`src/rtl/pdua_mem_pkg.sv`:
```
// ============================================================================
// Module      : pdua_mem_pkg
// Description : Shared types and constants for the memory bus sequencer.
// Revision    : 1.0 - initial release
// ============================================================================
`default_nettype none

package pdua_mem_pkg;

  localparam int WAIT_W = 4;
  localparam int TMO_W  = 8;

  localparam logic [1:0] ST_IDLE   = 2'd0;
  localparam logic [1:0] ST_SETUP  = 2'd1;
  localparam logic [1:0] ST_STROBE = 2'd2;
  localparam logic [1:0] ST_DONE   = 2'd3;

  localparam logic OP_RD = 1'b0;
  localparam logic OP_WR = 1'b1;

endpackage

`default_nettype wire

```
`src/rtl/mem_wait_cnt.sv`:
```
// ============================================================================
// Module      : mem_wait_cnt
// Description : Loadable down-counter with zero flag for memory wait states.
// Revision    : 1.0 - initial release
// ============================================================================
`default_nettype none

module mem_wait_cnt
  import pdua_mem_pkg::*;
#(
  parameter int CNT_W = WAIT_W
) (
  input  logic             clk,
  input  logic             rst,
  input  logic             load,
  input  logic [CNT_W-1:0] load_val,
  input  logic             dec,
  output logic             zero
);

  logic [CNT_W-1:0] cnt_q;
  logic [CNT_W-1:0] cnt_d;

  // Saturates at zero so a stray decrement never wraps into a long wait.
  always_comb begin
    cnt_d = cnt_q;
    if (load) begin
      cnt_d = load_val;
    end else if (dec && (cnt_q != '0)) begin
      cnt_d = cnt_q - 1'b1;
    end
  end

  always_ff @(posedge clk) begin
    if (rst) begin
      cnt_q <= '0;
    end else begin
      cnt_q <= cnt_d;
    end
  end

  assign zero = (cnt_q == '0);

endmodule

`default_nettype wire

```
`src/rtl/mem_ctrl.sv`:
```
// ============================================================================
// Module      : mem_ctrl
// Description : Memory bus sequencer: setup / strobe / wait / ready / timeout.
// Revision    : 1.0 - initial release
// ============================================================================
`default_nettype none

module mem_ctrl
  import pdua_mem_pkg::*;
#(
  parameter int ADDR_WIDTH  = 4,
  parameter int DATA_WIDTH  = 8,
  parameter int WAIT_CYCLES = 1,
  parameter int TIMEOUT     = 15
) (
  input  logic                  clk,
  input  logic                  rst,
  input  logic [ADDR_WIDTH-1:0] addr,
  input  logic [DATA_WIDTH-1:0] wdata,
  input  logic                  rd_req,
  input  logic                  wr_req,
  output logic                  busy,
  output logic                  done,
  output logic                  err,
  output logic [DATA_WIDTH-1:0] rdata,
  output logic [ADDR_WIDTH-1:0] mem_addr,
  output logic [DATA_WIDTH-1:0] mem_wdata,
  output logic                  mem_re,
  output logic                  mem_we,
  input  logic [DATA_WIDTH-1:0] mem_rdata,
  input  logic                  mem_ready
);

  localparam logic [WAIT_W-1:0] WAIT_LOAD = WAIT_W'(WAIT_CYCLES);
  localparam logic [TMO_W-1:0]  TMO_LIMIT = TMO_W'(TIMEOUT);

  logic [1:0]            state_q, state_d;
  logic                  op_q, op_d;
  logic [ADDR_WIDTH-1:0] addr_q, addr_d;
  logic [DATA_WIDTH-1:0] wdata_q, wdata_d;
  logic [DATA_WIDTH-1:0] rdata_q, rdata_d;
  logic                  err_q, err_d;
  logic [TMO_W-1:0]      tmo_q, tmo_d;
  logic [TMO_W-1:0]      tmo_inc;
  logic                  wait_load;
  logic                  wait_dec;
  logic                  wait_zero;

  mem_wait_cnt #(
    .CNT_W (WAIT_W)
  ) u_wait_cnt (
    .clk      (clk),
    .rst      (rst),
    .load     (wait_load),
    .load_val (WAIT_LOAD),
    .dec      (wait_dec),
    .zero     (wait_zero)
  );

  assign tmo_inc = tmo_q + 1'b1;

  always_comb begin
    state_d   = state_q;
    op_d      = op_q;
    addr_d    = addr_q;
    wdata_d   = wdata_q;
    rdata_d   = rdata_q;
    err_d     = err_q;
    tmo_d     = tmo_q;
    wait_load = 1'b0;
    wait_dec  = 1'b0;
    case (state_q)
      ST_IDLE: begin
        if (rd_req || wr_req) begin
          op_d    = wr_req ? OP_WR : OP_RD;
          addr_d  = addr;
          wdata_d = wdata;
          state_d = ST_SETUP;
        end
      end
      ST_SETUP: begin
        wait_load = 1'b1;
        tmo_d     = '0;
        err_d     = 1'b0;
        state_d   = ST_STROBE;
      end
      ST_STROBE: begin
        // Ready only counts once the minimum wait states have elapsed.
        if (!wait_zero) begin
          wait_dec = 1'b1;
        end else if (mem_ready) begin
          state_d = ST_DONE;
          if (op_q == OP_RD) begin
            rdata_d = mem_rdata;
          end
        end else begin
          tmo_d = tmo_inc;
          if (tmo_inc == TMO_LIMIT) begin
            err_d   = 1'b1;
            state_d = ST_DONE;
          end
        end
      end
      ST_DONE: begin
        state_d = ST_IDLE;
      end
      default: begin
        state_d = ST_IDLE;
      end
    endcase
  end

  always_ff @(posedge clk) begin
    if (rst) begin
      state_q <= ST_IDLE;
      op_q    <= OP_RD;
      addr_q  <= '0;
      wdata_q <= '0;
      rdata_q <= '0;
      err_q   <= 1'b0;
      tmo_q   <= '0;
    end else begin
      state_q <= state_d;
      op_q    <= op_d;
      addr_q  <= addr_d;
      wdata_q <= wdata_d;
      rdata_q <= rdata_d;
      err_q   <= err_d;
      tmo_q   <= tmo_d;
    end
  end

  // Outputs decode registered state only, keeping the strobes glitch-free.
  assign busy      = (state_q == ST_SETUP) || (state_q == ST_STROBE);
  assign done      = (state_q == ST_DONE);
  assign err       = (state_q == ST_DONE) && err_q;
  assign mem_re    = (state_q == ST_STROBE) && (op_q == OP_RD);
  assign mem_we    = (state_q == ST_STROBE) && (op_q == OP_WR);
  assign mem_addr  = addr_q;
  assign mem_wdata = wdata_q;
  assign rdata     = rdata_q;

endmodule

`default_nettype wire

```
`config.mk`:
```
export PLATFORM = sky130hd
export DESIGN_NAME = mem_ctrl
export DESIGN_NICKNAME = d
export VERILOG_FILES = /design/src/rtl/pdua_mem_pkg.sv /design/src/rtl/mem_wait_cnt.sv /design/src/rtl/mem_ctrl.sv
export SDC_FILE = /design/constraint.sdc
export NUM_CORES = 1
export LEC_CHECK = 0
export CORE_ASPECT_RATIO = 1.25
export CORE_MARGIN = 2
export CORE_UTILIZATION = 50
export CTS_BUF_LIST = sky130_fd_sc_hd__clkbuf_8 sky130_fd_sc_hd__clkbuf_16
export DETAILED_ROUTE_END_ITERATION = 12
export PLACE_DENSITY = 0.84
export SLEW_MARGIN = 20
export SYNTH_ARGS = -nofsm -noshare
export SYNTH_HDL_FRONTEND = slang
export SYNTH_SLANG_ARGS = --single-unit
```
`constraint.sdc`:
```
create_clock -name clk -period 2.73 [get_ports clk]
set_input_delay 0.273 -clock clk [delete_from_list [all_inputs] [get_ports clk]]
set_output_delay 0.273 -clock clk [all_outputs]
set_load 0.01 [all_outputs]
```
Yosys cells after proc, flatten, opt, wreduce, memory -nomap -nowiden
Index checks and enable logic that the tools add are counted.

word-level totals
  bits in registers = 36
  latch bits = 0
  RAM bits = 0
  bits in read-only memories = 0
  input port bits = 25
  memories = 0

operators by class
  add/subtract/negate cells = 2
  multipliers = 0
  div/mod/pow operators = 0
  $lt $le $gt $ge = 0
  equal/unequal tests = 9
  shift operators = 0
  multiplexer cells = 18
  bitwise logic cells = 1
  reduce and logical (&&, ||, !) cells = 17

operator list
  cell                                                                count
  8-bit 2-to-1 mux                                                    2
  8-bit one-hot mux with 2 select lines                               1
  1-bit 2-to-1 mux                                                    9
  8-bit by 1-bit adder with 8-bit output, second input constant       1
  8-bit by 4-bit == test with 1-bit output, second input constant     1
  2-bit 2-to-1 mux                                                    4
  2-bit != test, second input constant                                4
  2-bit one-hot mux with 4 select lines                               1
  4-bit AND reduction                                                 2
  3-bit AND reduction                                                 2
  2-bit == test, second input constant                                2
  1-bit logical AND                                                   4
  4-bit zero test                                                     1
  2-bit nonzero test                                                  2
  4-bit nonzero test                                                  1
  4-bit by 1-bit subtractor with 4-bit output, second input constant  1
  3-bit != test, second input constant                                1
  2-bit by 1-bit == test with 1-bit output, second input constant     1
  2-bit zero test                                                     1
  1-bit logical OR                                                    2
  1-bit one-hot mux with 2 select lines                               1
  2-bit AND reduction                                                 1
  2-bit OR reduction                                                  1
  1-bit NOT                                                           1

Logic depth before layout (Yosys ltp)
Gate-level depths: netlist of run 1.

  word-level depth = 6
  depth in mapped cells = 8

By module
From an unflattened synthesis of run 1, not the netlist that was laid out.

second synthesis, totals
  cell total of the unflattened synthesis = 228
  area, all modules = 1,790.5 µm²

by module, submodules not included
  module        instances  cells each  area an instance (µm²)
  mem_ctrl      1          199         1,527.7
  mem_wait_cnt  1          29          262.8

Worst setup path before layout of run 1
OpenSTA, ideal clock, no wires.

  kind = register to register
  start = reg state_q[0]
  end = reg tmo_q[7]
  library setup time = 0.070 ns
  arrival = 1.791 ns
  setup slack = 0.869 ns
  stages on the path, launching flop included = 7
  period minus slack after synthesis = 1.861 ns
  path through = dfxtp_1 inv_1 ha_1 a21boi_0 o21ai_1 or4_1 a21oi_1

on the way
  longest elaborated chain between the ends = 3
  elaborated cells between the ends (all ways) = 7

ends and longest elaborated chain
  what                                                                       RTL line         source
  start, declared                                                            mem_ctrl.sv:37   logic [1:0] state_q, state_d;
  start signal, assigned                                                     mem_ctrl.sv:123  state_q <= state_d;
  2-bit == test or 2-bit by 1-bit == test with 1-bit output (tied branches)  mem_ctrl.sv:72   case (state_q)
  2-bit != test (no source line) or 2-bit nonzero test (tied branches)       n/a
  3-bit AND reduction (no source line)                                       n/a
  end signal, assigned                                                       mem_ctrl.sv:129  tmo_q <= tmo_d;
  end, declared                                                              mem_ctrl.sv:43   logic [TMO_W-1:0] tmo_q, tmo_d;

Parallel ways exist; a longest one is shown, timed or not.
A chain may end at the register's enable or synchronous reset.

Worst setup path in the final report of run 1
  start = reg state_q[0]
  end = out mem_re

on the way
  longest elaborated chain between the ends = 2

ends and longest elaborated chain
  what               RTL line         source
  2-bit == test      mem_ctrl.sv:137  assign mem_re = (state_q == ST_STROBE) && (op_q == OP_RD);
  1-bit logical AND  mem_ctrl.sv:137
  end, declared      mem_ctrl.sv:28   output logic mem_re,

No other way between the ends.

==> impl_metrics.yaml, run 1 <==
floorplan:
  die-area_um2: 3930
  start_util_pct: 52.9
  die_h_um: 69.6
  ios: 50
  fp.dieW_um: 56.5
  core_um2: 3250
  row_count: 23
timing:
  rsz0062_at_grt: "false"
  worst_pin_slew_ps: 765
  timing.final.crit_share_pct: 88.4
  clock_skew_ps: 5.71
  maxSlewViolCount: 0
  relSlewSlack_pct: 48.7
  setup_violations: 0
  finalHoldViolations: 0
  min_period_ps: 2410
  fmax_ghz: 0.414
  tns_ps: 0
drt:
  drt_wl_total_mm: 3.85
  routed_via_density: 5.41
  ant_nets: 0
  drc_errors: 0
  wl_per_cell_um: 13.1
  drt_iter0_drc: 83
  dr.pass1.iters: 4
  num_vias: 1584
finish:
  most-common-layout-cells: "49 x clkdlybuf4s50_1, 38 x nand2_1, 36 x dfxtp_1"
  area_growth_pct: 36.0
  layout_commonest_cell: "clkdlybuf4s50_1"
  fillers: 259
  final_cells: 293
  drive_gt1_share_pct: 5.47
  antenna-diode-count: 0
  nets: 288
worst_setup_path:
  crit_start: "state_q[0]$_SDFFE_PP0P_"
  cp.required_ps: 2460
  max_stage_delay_ps: 550
  crit_chain: "inv_1, ha_1, inv_1, nor2_1, clkdlybuf4s50_1"
  path_common_cell: "inv_1"
  cp_max_fo: 15
  worst_setup_path_end_kind: "primary output"
  worstSetupPathType: "flop to primary output"
  rr_endpoint: "tmo_q[7]$_SDFFE_PP0P_"
  rr_startpoint: "state_q[0]$_SDFFE_PP0P_"
  slowest_stage: "clkdlybuf4s50_1"
  worstPathArrival_ps: 2140
  r2r_slack_ps: 370
  start_kind: "flop"
  worst_r2r_path_depth: 6
clock_tree:
  cts_made_buffers: 5
  cts_tree: "done"
  htree_levels: 2
  hold_buffers: 0
  clkTransAtPathRegs_ps: 70
  cts_setup_buffers: 0
  clk_latency_ps: 290
  post_cts_resized: 0
  clock-sinks: 36
  root_buffer: "clkbuf_8"
  clock_path_buffers: 2
pwr:
  p_int_mw: 1.23
  power_mw: 1.82
  p_leak_nw: 0.929
  seq_power_share_pct: 35.7
  combPwrFrac_pct: 36.3
  powerDensity_nw_per_um2: 778
  switching_share_pct: 32.8
  power_switching_uw: 597
  irDropWorstVdd_mv: 0.590
  pwr-share-clk_pct: 28.0
logic_synthesis:
  avgSynthCellArea_um2: 8.20
  yosys.area_share.adder_pct: 5.81
  synth_top_family_by_area: "simple AND/OR/NAND/NOR gates"
  synth-xor-area-share_pct: 1.53
  synth-compound-area-share_pct: 15.7
  syn_inst: 210
  synth_nets: 243
  synth-seq-cells: 36
  synth_warnings: 0
  synth.distinct_cells: 42
  yosys.area_share.simple_pct: 24.9
  ys_seq_area_share_pct: 41.9
  synth.cell_area_um2: 1720
  synthMuxAreaShare_pct: 5.23
placed_design:
  gp_congestion: 0.799
  io_buffers: 49
  dp.cells: 285
  dpl.hpwl_mm: 2.80
worst_hold_path:
  hold_end: "mem_wdata[4]$_SDFFE_PP0P_"
  holdPathStages: 2
  min_from: "mem_wdata[4]$_SDFFE_PP0P_"
  hp-class: "flop to flop"
global_route:
  grt_pass1_wl_mm: 6.67
  antenna_found_initial: 0
  grt_max_degree: 23
  grt_pass1_vias: 1489
  grt_usage_pct: 21.3
  globalRouteOverflowTotal: 0
run_status:
  status: "complete, no violations"
run:
  cap_violations: 0
-- sequential cells by signal, indices dropped and copies added (netlist names) --
name,flops
mem_wdata,8
rdata,8
tmo_q,8
mem_addr,4
u_wait_cnt.cnt_q,4
state_q,2
err_q,1
op_q,1
-- routing by layer --
layer  up-vias  global-route usage, %  share of wire (%)
li1        805                      -                  -
met1       731                   24.2                 41
met2        41                   36.6                 52
met3         7                   6.72                5.3
met4         0                   8.47                1.4
met5         -                      0                  0
-- stage by stage --
stage / util [%] / hold WS (ps) / worst slack, ps / instance area, um2
after CTS: 72.0 / 456 / 329 / 2340
after floorplan: - / 409 / 869 / 1720
after global routing: 72.0 / 469 / 91.2 / 2340
final: 72.0 / 454 / 317 / 2340
after detailed placement: 68.1 / 446 / 414 / 2210
after global placement: 68.1 / 441 / 534 / 2210
-- cell type report --
cell class | instances | area [um2] | share of cell area (%)
inverter | 7 | 26.3 | 1.12
clock inverter | 1 | 30.0 | 1.28
timing repair buffer | 51 | 505 | 21.6
sequential | 36 | 721 | 30.8
multi-input combinational | 154 | 916 | 39.1
clock buffer | 7 | 96.3 | 4.12
tap | 37 | 46.3 | 1.98
-- how the worst max path moves through the flow --
stage | to | cells past startpoint | slack, ps
6_report | mem_re | 5 | 320
5_1_grt | tmo_q[7]$_SDFFE_PP0P_ | 6 | 90
3_3_place_gp | tmo_q[2]$_SDFFE_PP0P_ | 7 | 530
4_1_cts | mem_re | 5 | 330
3_5_place_dp | tmo_q[2]$_SDFFE_PP0P_ | 7 | 410
2_1_floorplan | tmo_q[7]$_SDFFE_PP0P_ | 6 | 870
-- worst max-delay path, delay by kind of cell, from the launching register on --
family / cells / cell delay (ps)
DFF: 1 / 340
buffers and inverters: 3 / 880
adders and majority gates: 1 / 450
and+or+nand+nor: 1 / 180
-- power groups by stage --
stage / clock (mW) / combinational [mW] / sequential [mW]
finish: 0.511 / 0.661 / 0.650
global route: 0.549 / 0.736 / 0.659
CTS: 0.521 / 0.666 / 0.650
detailed placement: 0 / 0.656 / 0.661
global placement: 0 / 0.645 / 0.658
floorplan: 0 / 0.390 / 0.677
-- synthesized netlist by cell type (all sizes together) --
cell / number / area (um2)
a211o: 1 / 8.76
and3: 1 / 6.26
o311a: 1 / 11.3
nor4b: 1 / 8.76
and3b: 1 / 8.76
o21ai: 8 / 40.0
o21bai: 1 / 7.51
nor2: 16 / 60.1
o21a: 1 / 7.51
nand3b: 1 / 7.51
a22oi: 2 / 15.0
and2: 4 / 25.0
or3b: 1 / 8.76
nand2b: 3 / 18.8
mux2i: 9 / 90.1
nor3b: 2 / 15.0
a21o: 1 / 7.51
nor4: 1 / 6.26
clkbuf: 9 / 33.8
nor3: 7 / 35.0
nor2b: 2 / 12.5
nand4: 3 / 18.8
xnor2: 3 / 26.3
buf: 4 / 25.0
o211ai: 1 / 7.51
o221ai: 1 / 8.76
inv: 7 / 26.3
a221oi: 1 / 15.0
ha: 8 / 100
or4: 1 / 7.51
nand2: 38 / 143
or2b: 1 / 7.51
a21boi: 2 / 15.0
dfxtp: 36 / 721
nand3: 4 / 20.0
and4: 2 / 20.0
a21oi: 24 / 120
a31oi: 1 / 6.26
-- cells by family after synthesis --
group,Yosys count
xor gates and xnor gates,3
muxes,9
adders and majority gates,8
AOI/OAI and AO/OA,45
DFF,36
and+or+nand+nor,89
buffers and inverters,20
Note: power is estimated with default switching activity, not from simulation.
==> run 2, diff against run 1 <==
--- a/config.mk
+++ b/config.mk
@@ -9,6 +9,7 @@
 export CORE_MARGIN = 2
 export CORE_UTILIZATION = 50
 export CTS_BUF_LIST = sky130_fd_sc_hd__clkbuf_8 sky130_fd_sc_hd__clkbuf_16
+export CTS_CLUSTER_DIAMETER = 50
 export DETAILED_ROUTE_END_ITERATION = 12
 export PLACE_DENSITY = 0.84
 export SLEW_MARGIN = 20
==> results of run 2 <==
Final layout, timing and power as in run 1 (identical DEF).
==> run 3, diff against run 2 <==
--- a/config.mk
+++ b/config.mk
@@ -7,11 +7,12 @@
 export LEC_CHECK = 0
 export CORE_ASPECT_RATIO = 1.25
 export CORE_MARGIN = 2
-export CORE_UTILIZATION = 50
+export CORE_UTILIZATION = 47
 export CTS_BUF_LIST = sky130_fd_sc_hd__clkbuf_8 sky130_fd_sc_hd__clkbuf_16
 export CTS_CLUSTER_DIAMETER = 50
 export DETAILED_ROUTE_END_ITERATION = 12
-export PLACE_DENSITY = 0.84
+export PLACE_DENSITY = 0.79
+export SETUP_SLACK_MARGIN = 0.4
 export SLEW_MARGIN = 20
 export SYNTH_ARGS = -nofsm -noshare
 export SYNTH_HDL_FRONTEND = slang
==> constraint.sdc (replaced) <==
create_clock -name clk -period 2.4 [get_ports clk]
set_input_delay 0.24 -clock clk [delete_from_list [all_inputs] [get_ports clk]]
set_output_delay 0.24 -clock clk [all_outputs]
set_load 0.01 [all_outputs]
==> impl_metrics.yaml, run 3 (synthesis results as in run 1) <==
run_status:
  status: "complete, no violations"
timing:
  setup_violations: 0
  rsz0062_at_grt: "false"
  clock_skew_ps: 3.89
  tns_ps: 0
  worst_pin_slew_ps: 534
  timing.final.crit_share_pct: 79.5
  maxSlewViolCount: 0
  fmax_ghz: 0.524
  relSlewSlack_pct: 64.3
  whs_ps: 453
  min_period_ps: 1910
  finalHoldViolations: 0
floorplan:
  ios: 50
  die_h_um: 71.7
  row_count: 24
  core_um2: 3510
  fp.dieW_um: 58.1
  die-area_um2: 4170
  start_util_pct: 49.0
worst_setup_path:
  worstSetupPathType: "flop to primary output"
  slowest_stage: "clkdlybuf4s50_1"
  worstPathArrival_ps: 1670
  worst_setup_path_end_kind: "primary output"
  critPathBufInv: 2
  cp.required_ps: 2160
  cp_max_fo: 4
  max_stage_delay_ps: 570
  critical_path.top_delay_family: "buffers and inverters"
  start_kind: "flop"
  crit_chain: "inv_1, ha_1, clkdlybuf4s50_1"
placed_design:
  placed_cell_area_um2: 2250
  io_buffers: 49
  gp_congestion: 0.826
  dp.cells: 292
  dpl.hpwl_mm: 2.90
finish:
  fin_area_um2: 2330
  fillers: 297
  drive_gt1_share_pct: 6.98
  area_growth_pct: 35.2
  ff_latch_area_um2: 721
  multiInputGateArea_um2: 922
  most-common-layout-cells: "48 x clkdlybuf4s50_1, 38 x nand2_1, 36 x dfxtp_1"
  antenna-diode-count: 0
  nets: 293
  layout_commonest_cell: "clkdlybuf4s50_1"
  utilization_pct: 66.3
  final_cells: 297
clock_tree:
  htree_levels: 2
  cts_setup_buffers: 0
  root_buffer: "clkbuf_8"
  clk_latency_ps: 280
  clock_path_buffers: 2
  cts_made_buffers: 5
  clkTransAtPathRegs_ps: 60
  clock-sinks: 36
  cts_tree: "done"
  hold_buffers: 0
pwr:
  switching_share_pct: 34.5
  irDropWorstVdd_mv: 0.690
  p_int_mw: 1.26
  powerDensity_nw_per_um2: 827
  seq_power_share_pct: 38.4
  power_switching_uw: 664
  combPwrFrac_pct: 42.2
  pwr-share-clk_pct: 19.4
  p_leak_nw: 0.928
drt:
  wl_per_cell_um: 13.2
  dr.pass1.iters: 4
  drt_wl_total_mm: 3.91
  drt_iter0_drc: 84
  drc_errors: 0
  ant_nets: 0
  routed_via_density: 5.32
  num_vias: 1581
run:
  cap_violations: 0
global_route:
  grt_max_degree: 14
  grt_usage_pct: 20.1
  grt_pass1_vias: 1485
  grt_pass1_wl_mm: 6.51
  globalRouteOverflowTotal: 0
  antenna_found_initial: 0
worst_hold_path:
  hp-class: "flop to flop"
-- run 3: cell count changes in the layout (fill, tap and decap cells not counted), sizes merged --
cell,delta
buf,+5
bufinv,-1
clkbuf,-2
clkdlybuf4s50,-1
dlygate4sd2,+1
-- run 3: metal layers --
layer  part of all wire [%]  vias to the layer above  GRT usage, %
li1                       -                      812             -
met1                     45                      739          25.1
met2                     50                       23          32.2
met3                    3.7                        7          6.14
met4                    1.6                        0          8.01
met5                      0                        -             0
-- run 3: final timing paths --
check / end / from / depth (start not counted) / slack [ps]
worst max-delay path: busy / state_q[1]$_SDFFE_PP0P_ / 3 / 490
worst max register to register: state_q[1]$_SDFFE_PP0P_ / tmo_q[0]$_SDFFE_PP0P_ / 6 / 500
worst min register to register: mem_wdata[3]$_SDFFE_PP0P_ / mem_wdata[3]$_SDFFE_PP0P_ / 2 / 450
worst min-delay path: mem_wdata[3]$_SDFFE_PP0P_ / mem_wdata[3]$_SDFFE_PP0P_ / 2 / 450
-- run 3: tightest hold or removal path, delay by kind of cell (launching register included) --
kind            cells  cell delay (ps)
flops               1              310
simple gates        1               50
compound gates      1               50
-- run 3: layout make-up --
type / instances / share of cell area, %
Timing Repair Buffer: 56 / 23.3
Clock buffer: 5 / 2.96
Sequential cell: 36 / 31.0
Tap cell: 39 / 2.10
Inverter: 7 / 1.13
Multi-Input combinational cell: 154 / 39.6
-- run 3: per-stage QoR --
step	setup slack [ps]	total power, mW
floorplan	539	1.21
global placement	523	1.54
detailed placement	452	1.55
CTS	419	1.93
global route	413	2.06
finish	492	1.93
-- run 3: power by group through the flow --
stage          clock network (mW)  logic, mW  registers [mW]
2_1_floorplan                   0      0.444           0.770
3_3_place_gp                    0      0.796           0.749
3_5_place_dp                    0      0.802           0.752
4_1_cts                     0.387      0.809           0.739
5_1_grt                     0.409      0.903           0.751
6_report                    0.373      0.813           0.740
-- run 3: repair_timing --
item,in CTS,in global routing
gates cloned,0,0
endpoints found under the setup margin,1,7
gates resized for setup,2,2
pin swaps,0,0
